### src/rtl/idct_row_stream.sv
// idct_row_stream: streaming row pass of the HEVC-style integer inverse DCT
// for 4-point and 8-point transforms.
//
// Each coefficient is multiplied into all eight accumulators as it arrives,
// so no input delay line is needed. A completed block is rounded, shifted and
// saturated into a one-block output buffer. The buffer drains while the next
// block accumulates, which lets the pass absorb backpressure.
//
// Ports:
//   clk, rst_n         clock, asynchronous active-low reset
//   flush              synchronous abort of the partial block and the output buffer
//   mode[1:0]          00 = 4-pt, 01 = 8-pt, 1x = reserved (run as 8-pt);
//                      sampled on the first beat of each block
//   in_valid/in_ready  input handshake; in_data is the signed coefficient X_n
//   out_valid/out_ready output handshake; out_data is the signed sample y_k
//   out_idx            k of the current out_data
//   out_last           high with the last sample of a block
//   mode_err           one-cycle pulse when a block starts with reserved mode
module idct_row_stream #(
  parameter int DW    = 16,
  parameter int SHIFT = 7,
  parameter int ACCW  = DW + 10
) (
  input  logic          clk,
  input  logic          rst_n,
  input  logic          flush,
  input  logic [1:0]    mode,
  input  logic          in_valid,
  output logic          in_ready,
  input  logic [DW-1:0] in_data,
  output logic          out_valid,
  input  logic          out_ready,
  output logic [DW-1:0] out_data,
  output logic [2:0]    out_idx,
  output logic          out_last,
  output logic          mode_err
);

  typedef enum logic {ACCUM = 1'b0, HOLD = 1'b1} state_t;

  localparam logic signed [ACCW-1:0] RND  = ACCW'(1 << (SHIFT - 1));
  localparam logic signed [ACCW-1:0] MAXV = ACCW'((1 << (DW - 1)) - 1);
  localparam logic signed [ACCW-1:0] MINV = ACCW'(-(1 << (DW - 1)));

  // HEVC 8-pt basis C8[row][k]. Only k = 0..3 is tabulated: even rows are
  // mirror-symmetric about the centre and odd rows are antisymmetric.
  function automatic logic signed [7:0] coef(input logic [2:0] row, input logic [2:0] k);
    logic [1:0]        kk;
    logic signed [7:0] c;
    int                t [4];
    kk = k[2] ? ~k[1:0] : k[1:0];
    case (row)
      3'd0:    t = '{64, 64, 64, 64};
      3'd1:    t = '{89, 75, 50, 18};
      3'd2:    t = '{83, 36, -36, -83};
      3'd3:    t = '{75, -18, -89, -50};
      3'd4:    t = '{64, -64, -64, 64};
      3'd5:    t = '{50, -89, 18, 75};
      3'd6:    t = '{36, -83, 83, -36};
      default: t = '{18, -50, 75, -89};
    endcase
    c = 8'(t[kk]);
    if (k[2] && row[0]) c = -c;
    return c;
  endfunction

  // Arithmetic shift makes negative halves round toward +inf.
  function automatic logic signed [DW-1:0] rnd_sat(input logic signed [ACCW-1:0] a);
    logic signed [ACCW-1:0] s;
    s = (a + RND) >>> SHIFT;
    if (s > MAXV)      s = MAXV;
    else if (s < MINV) s = MINV;
    return s[DW-1:0];
  endfunction

  state_t                 r_state;
  state_t                 w_state_nxt;
  logic [2:0]             r_n;
  logic                   r_mode4;
  logic                   r_merr;
  logic                   r_oval;
  logic [2:0]             r_idx;
  logic                   r_bn4;
  logic signed [ACCW-1:0] r_acc [8];
  logic signed [DW-1:0]   r_buf [8];

  logic signed [DW-1:0]   w_x;
  logic signed [ACCW-1:0] w_prod [8];
  logic                   w_four;
  logic [2:0]             w_row;
  logic                   w_blk_end;
  logic                   w_accept;
  logic                   w_buf_free;
  logic                   w_load;

  assign w_x       = in_data;
  // Mode is live on beat 0 and latched for the rest of the block.
  assign w_four    = (r_n == 3'd0) ? (mode == 2'b00) : r_mode4;
  // 4-pt row n uses the even 8-pt row 2n.
  assign w_row     = w_four ? {r_n[1:0], 1'b0} : r_n;
  assign w_blk_end = w_four ? (r_n == 3'd3) : (r_n == 3'd7);
  assign w_accept  = !flush && in_valid && in_ready;

  assign out_valid  = r_oval;
  assign out_idx    = r_idx;
  assign out_last   = r_oval && (r_idx == (r_bn4 ? 3'd3 : 3'd7));
  assign out_data   = r_oval ? r_buf[r_idx] : '0;
  assign mode_err   = r_merr;
  assign w_buf_free = !r_oval || (out_ready && out_last);

  always_comb begin
    for (int k = 0; k < 8; k++) begin
      w_prod[k] = ACCW'(coef(w_row, 3'(k))) * ACCW'(w_x);
    end
  end

  // FSM: state register
  always_ff @(posedge clk or negedge rst_n) begin
    if (!rst_n) r_state <= ACCUM;
    else        r_state <= w_state_nxt;
  end

  // FSM: next state
  always_comb begin
    w_state_nxt = r_state;
    if (flush) begin
      w_state_nxt = ACCUM;
    end else begin
      case (r_state)
        ACCUM:   if (w_accept && w_blk_end) w_state_nxt = HOLD;
        HOLD:    if (w_buf_free)            w_state_nxt = ACCUM;
        default: w_state_nxt = ACCUM;
      endcase
    end
  end

  // FSM: outputs
  always_comb begin
    in_ready = (r_state == ACCUM);
    w_load   = (r_state == HOLD) && w_buf_free && !flush;
  end

  // Stage: multiply-accumulate on each accepted beat; beat 0 restarts the sums.
  always_ff @(posedge clk or negedge rst_n) begin
    if (!rst_n) begin
      for (int k = 0; k < 8; k++) r_acc[k] <= '0;
    end else if (w_accept) begin
      for (int k = 0; k < 8; k++) r_acc[k] <= ((r_n == 3'd0) ? '0 : r_acc[k]) + w_prod[k];
    end
  end

  // Stage: round/shift/saturate into the output buffer.
  always_ff @(posedge clk) begin
    if (w_load) begin
      for (int k = 0; k < 8; k++) r_buf[k] <= rnd_sat(r_acc[k]);
    end
  end

  always_ff @(posedge clk or negedge rst_n) begin
    if (!rst_n) begin
      r_n     <= '0;
      r_mode4 <= 1'b0;
      r_merr  <= 1'b0;
      r_oval  <= 1'b0;
      r_idx   <= '0;
      r_bn4   <= 1'b0;
    end else if (flush) begin
      r_n    <= '0;
      r_merr <= 1'b0;
      r_oval <= 1'b0;
      r_idx  <= '0;
    end else begin
      r_merr <= w_accept && (r_n == 3'd0) && mode[1];
      if (w_accept) begin
        if (r_n == 3'd0) r_mode4 <= (mode == 2'b00);
        // The counter parks on N-1 during HOLD and clears when the block unloads.
        if (!w_blk_end)  r_n <= r_n + 3'd1;
      end
      if (w_load) begin
        r_n    <= '0;
        r_oval <= 1'b1;
        r_idx  <= '0;
        r_bn4  <= r_mode4;
      end else if (r_oval && out_ready) begin
        if (out_last) begin
          r_oval <= 1'b0;
          r_idx  <= '0;
        end else begin
          r_idx  <= r_idx + 3'd1;
        end
      end
    end
  end

endmodule

### config.mk
export PLATFORM = sky130hd
export DESIGN_NAME = idct_row_stream
export DESIGN_NICKNAME = d
export VERILOG_FILES = /design/src/rtl/idct_row_stream.sv
export SDC_FILE = /design/constraint.sdc
export NUM_CORES = 2
export LEC_CHECK = 0
export BUFFER_PORTS_ARGS = -buffer_cell sky130_fd_sc_hd__buf_2
export CAP_MARGIN = 20
export CORE_ASPECT_RATIO = 1.5
export CORE_UTILIZATION = 45
export DETAILED_ROUTE_END_ITERATION = 10
export GPL_TIMING_DRIVEN = 0
export PLACE_DENSITY = 0.59
export SYNTH_ARGS = -nofsm -noshare
export SYNTH_HDL_FRONTEND = slang
export SYNTH_SLANG_ARGS = --single-unit
### constraint.sdc
create_clock -name clk -period 8.9 [get_ports clk]
set_clock_uncertainty 0.2 [all_clocks]
set_input_delay 2.225 -clock clk [delete_from_list [all_inputs] [get_ports clk]]
set_output_delay 2.225 -clock clk [all_outputs]
set_load 0.005 [all_outputs]
After elaboration in Yosys (flattened, before gate mapping)
Memory sizes are Yosys's and may differ from the RTL's.
Cells that the tools add are included.
{"block": "op_classes", "addsub": 22, "multipliers": 8, "n_lt_le_gt_ge": 16, "n_eq_ne": 10, "n_mux": 61, "n_bitwise": 2, "n_reduce_logical": 23}
{"cell": "103-bit case mux with 7 select lines", "n": 1}
{"cell": "16-bit 2-to-1 mux", "n": 25}
{"cell": "26-bit adder", "n": 8}
{"cell": "26-bit by 8-bit adder with 26-bit output, second input constant", "n": 8}
{"cell": "26-bit 2-to-1 mux", "n": 8}
{"cell": "8-bit by 16-bit multiplier with 24-bit output", "n": 8}
{"cell": "19-bit by 16-bit greater-than comparator with 1-bit output, second input constant", "n": 8}
{"cell": "19-bit by 16-bit less-than comparator with 1-bit output, second input constant", "n": 8}
{"cell": "8-bit 2-to-1 mux", "n": 4}
{"cell": "8-bit negator", "n": 4}
{"cell": "3-bit 2-to-1 mux", "n": 10}
{"cell": "3-bit == test, second input constant", "n": 4}
{"cell": "1-bit 2-to-1 mux", "n": 12}
{"cell": "1-bit logical AND", "n": 10}
{"cell": "3-bit by 2-bit == test with 1-bit output, second input constant", "n": 3}
{"cell": "3-bit nonzero test", "n": 3}
{"cell": "2-bit AND reduction", "n": 4}
{"cell": "3-bit by 1-bit adder with 3-bit output, second input constant", "n": 2}
{"cell": "3-bit logical NOT", "n": 2}
{"cell": "3-bit by 1-bit == test with 1-bit output, second input constant", "n": 1}
{"cell": "3-bit == test", "n": 1}
{"cell": "3-bit by 2-bit != test with 1-bit output, second input constant", "n": 1}
{"cell": "1-bit logical NOT", "n": 2}
{"cell": "2-bit logical NOT", "n": 1}
{"cell": "other kinds (3)", "n": 4}
{"block": "totals", "register_bits": 219, "ram_bits": 128, "inputBits": 23, "mem_count": 1}
{"name": "r_buf", "depth": 8, "width": 16, "rd": 1, "rd_clocked_by_memory_dff": 0, "wr": 8, "line": "85", "source": "logic signed [DW-1:0] r_buf [8];"}

Depth between registers and ports, before layout
{"block": "logic_depth", "depth_word": 9, "depth_mapped": 48, "depth_no_buf": 46}

Worst setup path before layout
OpenSTA, ideal clock, no wires.
{"block": "synth_timing", "path_kind": "input to register", "startpoint": "in mode[1]", "endpoint": "reg r_acc[77] (netlist name)", "t_arrival_ps": 10609, "required_time_ps": 8580, "setup_slack_ps": -2029, "path_stages": 35, "path_buffers": 5, "cell_sequence": "nor4b_4 > a211oi_4 > clkbuf_1 > clkbuf_1 > ha_1 > clkbuf_1 > nor2_1 > nor2_1 > nor2_1 > buf_2 > o41ai_2 > xnor2_1 > buf_2 > inv_1 > fa_1 > inv_1 > fa_1 > fa_1 > inv_1 > fa_1 > ha_1 > or4_1 > o22ai_1 > xnor2_1 > ha_1 > a21oi_1 > o221ai_1 > o2bb2ai_1 > a41o_1 > o32a_1 > a211oi_1 > a31oi_1 > mux2_4 > and2_1 > o211a_1"}
{"block": "synth_between", "elab_chain_cells": 9}
{"element": "from (decl)", "line": "27", "source": "input logic [1:0] mode,"}
{"element": "2-bit logical NOT (*)", "line": "98", "source": "assign w_four = (r_n == 3'd0) ? (mode == 2'b00) : r_mode4;"}
{"element": "1-bit 2-to-1 mux (*)"}
{"element": "3-bit 2-to-1 mux (*)", "line": "100", "source": "assign w_row = w_four ? {r_n[1:0], 1'b0} : r_n;"}
{"element": "3-bit == test, or another cell as far along", "line": "52", "source": "case (row)"}
{"element": "103-bit case mux with 7 select lines"}
{"element": "8-bit negator", "line": "63", "source": "if (k[2] && row[0]) c = -c;"}
{"element": "8-bit 2-to-1 mux (*)", "line": "63"}
{"element": "8-bit by 16-bit multiplier with 24-bit output (*)", "line": "113", "source": "w_prod[k] = ACCW'(coef(w_row, 3'(k))) * ACCW'(w_x);"}
{"element": "26-bit adder (*)", "line": "148", "source": "for (int k = 0; k < 8; k++) r_acc[k] <= ((r_n == 3'd0) ? '0 : r_acc[k]) + w_prod[k];"}
{"element": "to (decl)", "line": "84", "source": "logic signed [ACCW-1:0] r_acc [8];"}
Mark *: on every way between the ends. The rest lies on a longest branch, timed or not.
A chain may end at the register's enable or synchronous reset.

Worst setup path in the final report
{"block": "layout_timing", "startpoint": "in mode[0]", "endpoint": "reg r_acc[51] (netlist name)"}
The elaborated chain is that of the path after synthesis.

==> metrics <==
total number of vias=52080; top-area cell type share of the netlist area=25.94%; maximum clock rate=0.09492 GHz; Crit-path slowest cell=fa_1; Final setup viols=118; Synthesized Nets=roughly 8500; number of CTS-inserted buffers=34; EDFF count, synth=between 100 and 150; Worst R2R Path Depth=36; Final Max Slew Viols=0; clk sink count=between 300 and 400; setup ws final=-1.635 ns; max-cap violation count=0; Setup crit start=mode[0]; Die W=303.9 um; First-pass DRT Iterations=6; GRT Residual Overflow=0; Tcrit/Tclk final=118.4%; critical path data arrival time=around 11 ns; Final Hold Vio Count=0; synthesized instance count=7048; HP Class=flop to flop; #FFs+latches synth=~350; buffer depth of the longest clock path=3; gr usage total=between 30% and 40%; die span in y=approximately 450 um; Buffers & Inverters on Critical Path=7; TritonCTS clock tree=yes; critical path class=primary input to flop; YS warnings=0; Boundary Pins=46; cell accounting for the most synthesized area=fa_1; CTS root buf=clkbuf_16; CTS H-tree lvls=2; initial antenna violation count=11; synth top area cells=fa_1, ha_1, dfrtp_1; Netlist cell types=90; commonest non-fill, non-tap cell in the layout=inv_1; share of layout cells above drive strength 1=about a fifth; post-route DRC violation count=0; Area Growth Syn to Fin=21.42%; Primary FF master, synth=dfrtp_1; reg-to-reg endpoint=r_acc[129]; final wirelength=~240000 um; CP Launch Type=primary input; Post-DRT Antenna Nets=0; Final min period=between 10 and 15 ns; CP delay by family, top=adder cells; WL/cell=25.66 um; most frequent cells in the layout=inv_1, fa_1, nand2_1; largest stage delay on the critical path=about 0.56 ns; Syn Area/Cell=8.728 um2; num rows=165; CP Capture Point=r_acc[51]; drt initial violations=3413; status=complete, but fails checks; Core ar.=between 100000 and 150000 um2; Stages on worst setup path=40; critical path endpoint category=flop; number of global-route vias before repair=53080; HPWL after DPL=approximately 190000 um; RSZ-0062 raised after global routing=yes; Worst Max-Slew Pin Slew=1.284 ns; RR Startpoint=r_n[1]; CP Max Fanout=8; R2R Setup Slk=-0.89 ns; ys async rst share=a little over three fifths; DR vias/cell=5.653; sequential fraction of the synthesis area=15.16%; clk_lat worst skew=0.57 ns; Initial Util=45.49%; nets=8848; cts hold-fix bufs=0; first-pass GRT wire length=around 340000 um; cell area after synthesis=roughly 62000 um2; Worst Path Required=9.15 ns; number of port buffers=30; Slew HR=14.42%; die footprint=138200 um2; GP Congestion=1.049; Reg clk slew, reported paths=0.08 ns; Setup TNS=-100.10 ns; largest net degree at the start of global routing=100; failing checks=setup timing; fill count=12290
[Yosys cell counts, types with 40 or more instances]
library cell / count
a21oi_1: 277
a21o_1: 99
o21bai_1: 46
nand2b_1: 112
nor2b_1: 150
nor2_1: 323
nor3_1: 86
ha_1: 595
inv_1: 1168
and3_1: 66
dfrtp_1: 219
nand3_1: 135
and2_1: 554
fa_1: 797
o31ai_1: 40
xnor2_1: 269
a211oi_1: 46
edfxtp_1: 128
xor2_1: 189
clkbuf_1: 239
o21ai_0: 422
nand2_1: 634
[per-layer routing]
metal  vias to the layer above  wire, um  GRT usage, %
li1                      23490         -             -
met1                     26090     83270         36.48
met2                      1740    115100         58.41
met3                       763     11640         3.637
met4                         2     26370         31.13
met5                         -        17             0
[cells by family (layout without fill, tap and decap cells)]
family,count (synthesis),in the layout,synth area share (%)
AOI/OAI and AO/OA,1167,1167,11.70
xor gates and xnor gates,460,460,6.592
adders and majority gates,1392,1392,38.04
buffers and inverters,1427,1834,8.748
DFF,347,347,15.16
muxes,61,61,1.670
other,0,5,0
and+or+nand+nor,2194,2194,18.10
[tightest hold or removal path: stages (launching register included)]
cell and delay [ns]:
dfrtp_1 0.33, nand2_1 0.05, nand2_1 0.05
[final cells by class]
type | instances | area (um2) | share of cell area [%]
Antenna cell | 5 | 12.51 | 0.01675
Tap cell | 1753 | 2193 | 2.936
Timing Repair Buffer | 350 | 3070 | 4.111
Clock inverter | 16 | 225.2 | 0.3015
Inverter | 1169 | 4413 | 5.908
Clock buffer | 42 | 932.1 | 1.248
Sequential cell | 347 | 9324 | 12.48
Buffer | 257 | 1373 | 1.838
Multi-Input combinational cell | 5274 | 53150 | 71.16
[how the worst min path moves through the flow]
stage               startpoint          to  cells after the start  slack, ns
finish               r_acc[78]   r_acc[78]                      2       0.26
global route          r_acc[0]    r_acc[0]                      2       0.29
CTS                 r_acc[104]  r_acc[104]                      2       0.27
detailed placement   r_acc[78]   r_acc[78]                      2       0.25
global placement    r_acc[104]  r_acc[104]                      2       0.25
floorplan            r_acc[81]   r_acc[81]                      2       0.23
[metrics by stage]
stage / area [um2] / cells / hold WS [ns] / setup slack [ns] / util, %
after floorplan: 62190 / 7048 / 0.2304 / -1.313 / -
after global placement: 64530 / 8831 / 0.2483 / -4.563 / 47.72
after detailed placement: 64810 / 8846 / 0.2542 / -4.629 / 47.93
after CTS: 70230 / 9049 / 0.2686 / -1.486 / 51.93
after global routing: 74690 / 9209 / 0.2863 / -1.837 / 55.23
final: 74700 / 9213 / 0.2645 / -1.635 / 55.24
[registers in the layout, indices dropped and copies added (netlist names)]
name / flops
mode_err: 1
out_idx: 3
r_buf: 128
r_bn4: 1
r_mode4: 1
out_valid: 1
r_acc: 208
r_n: 3
r_state: 1
[repair_timing]
action,in CTS,in global routing
endpoints found under the setup margin,157,132
setup buffers,146,163
gates cloned,1,0
gates resized for setup,589,719
pin swaps,217,457
Power is left out: the tool's default activity adds up to more than one toggle a clock period on the data nets, which glitch-free logic cannot reach.
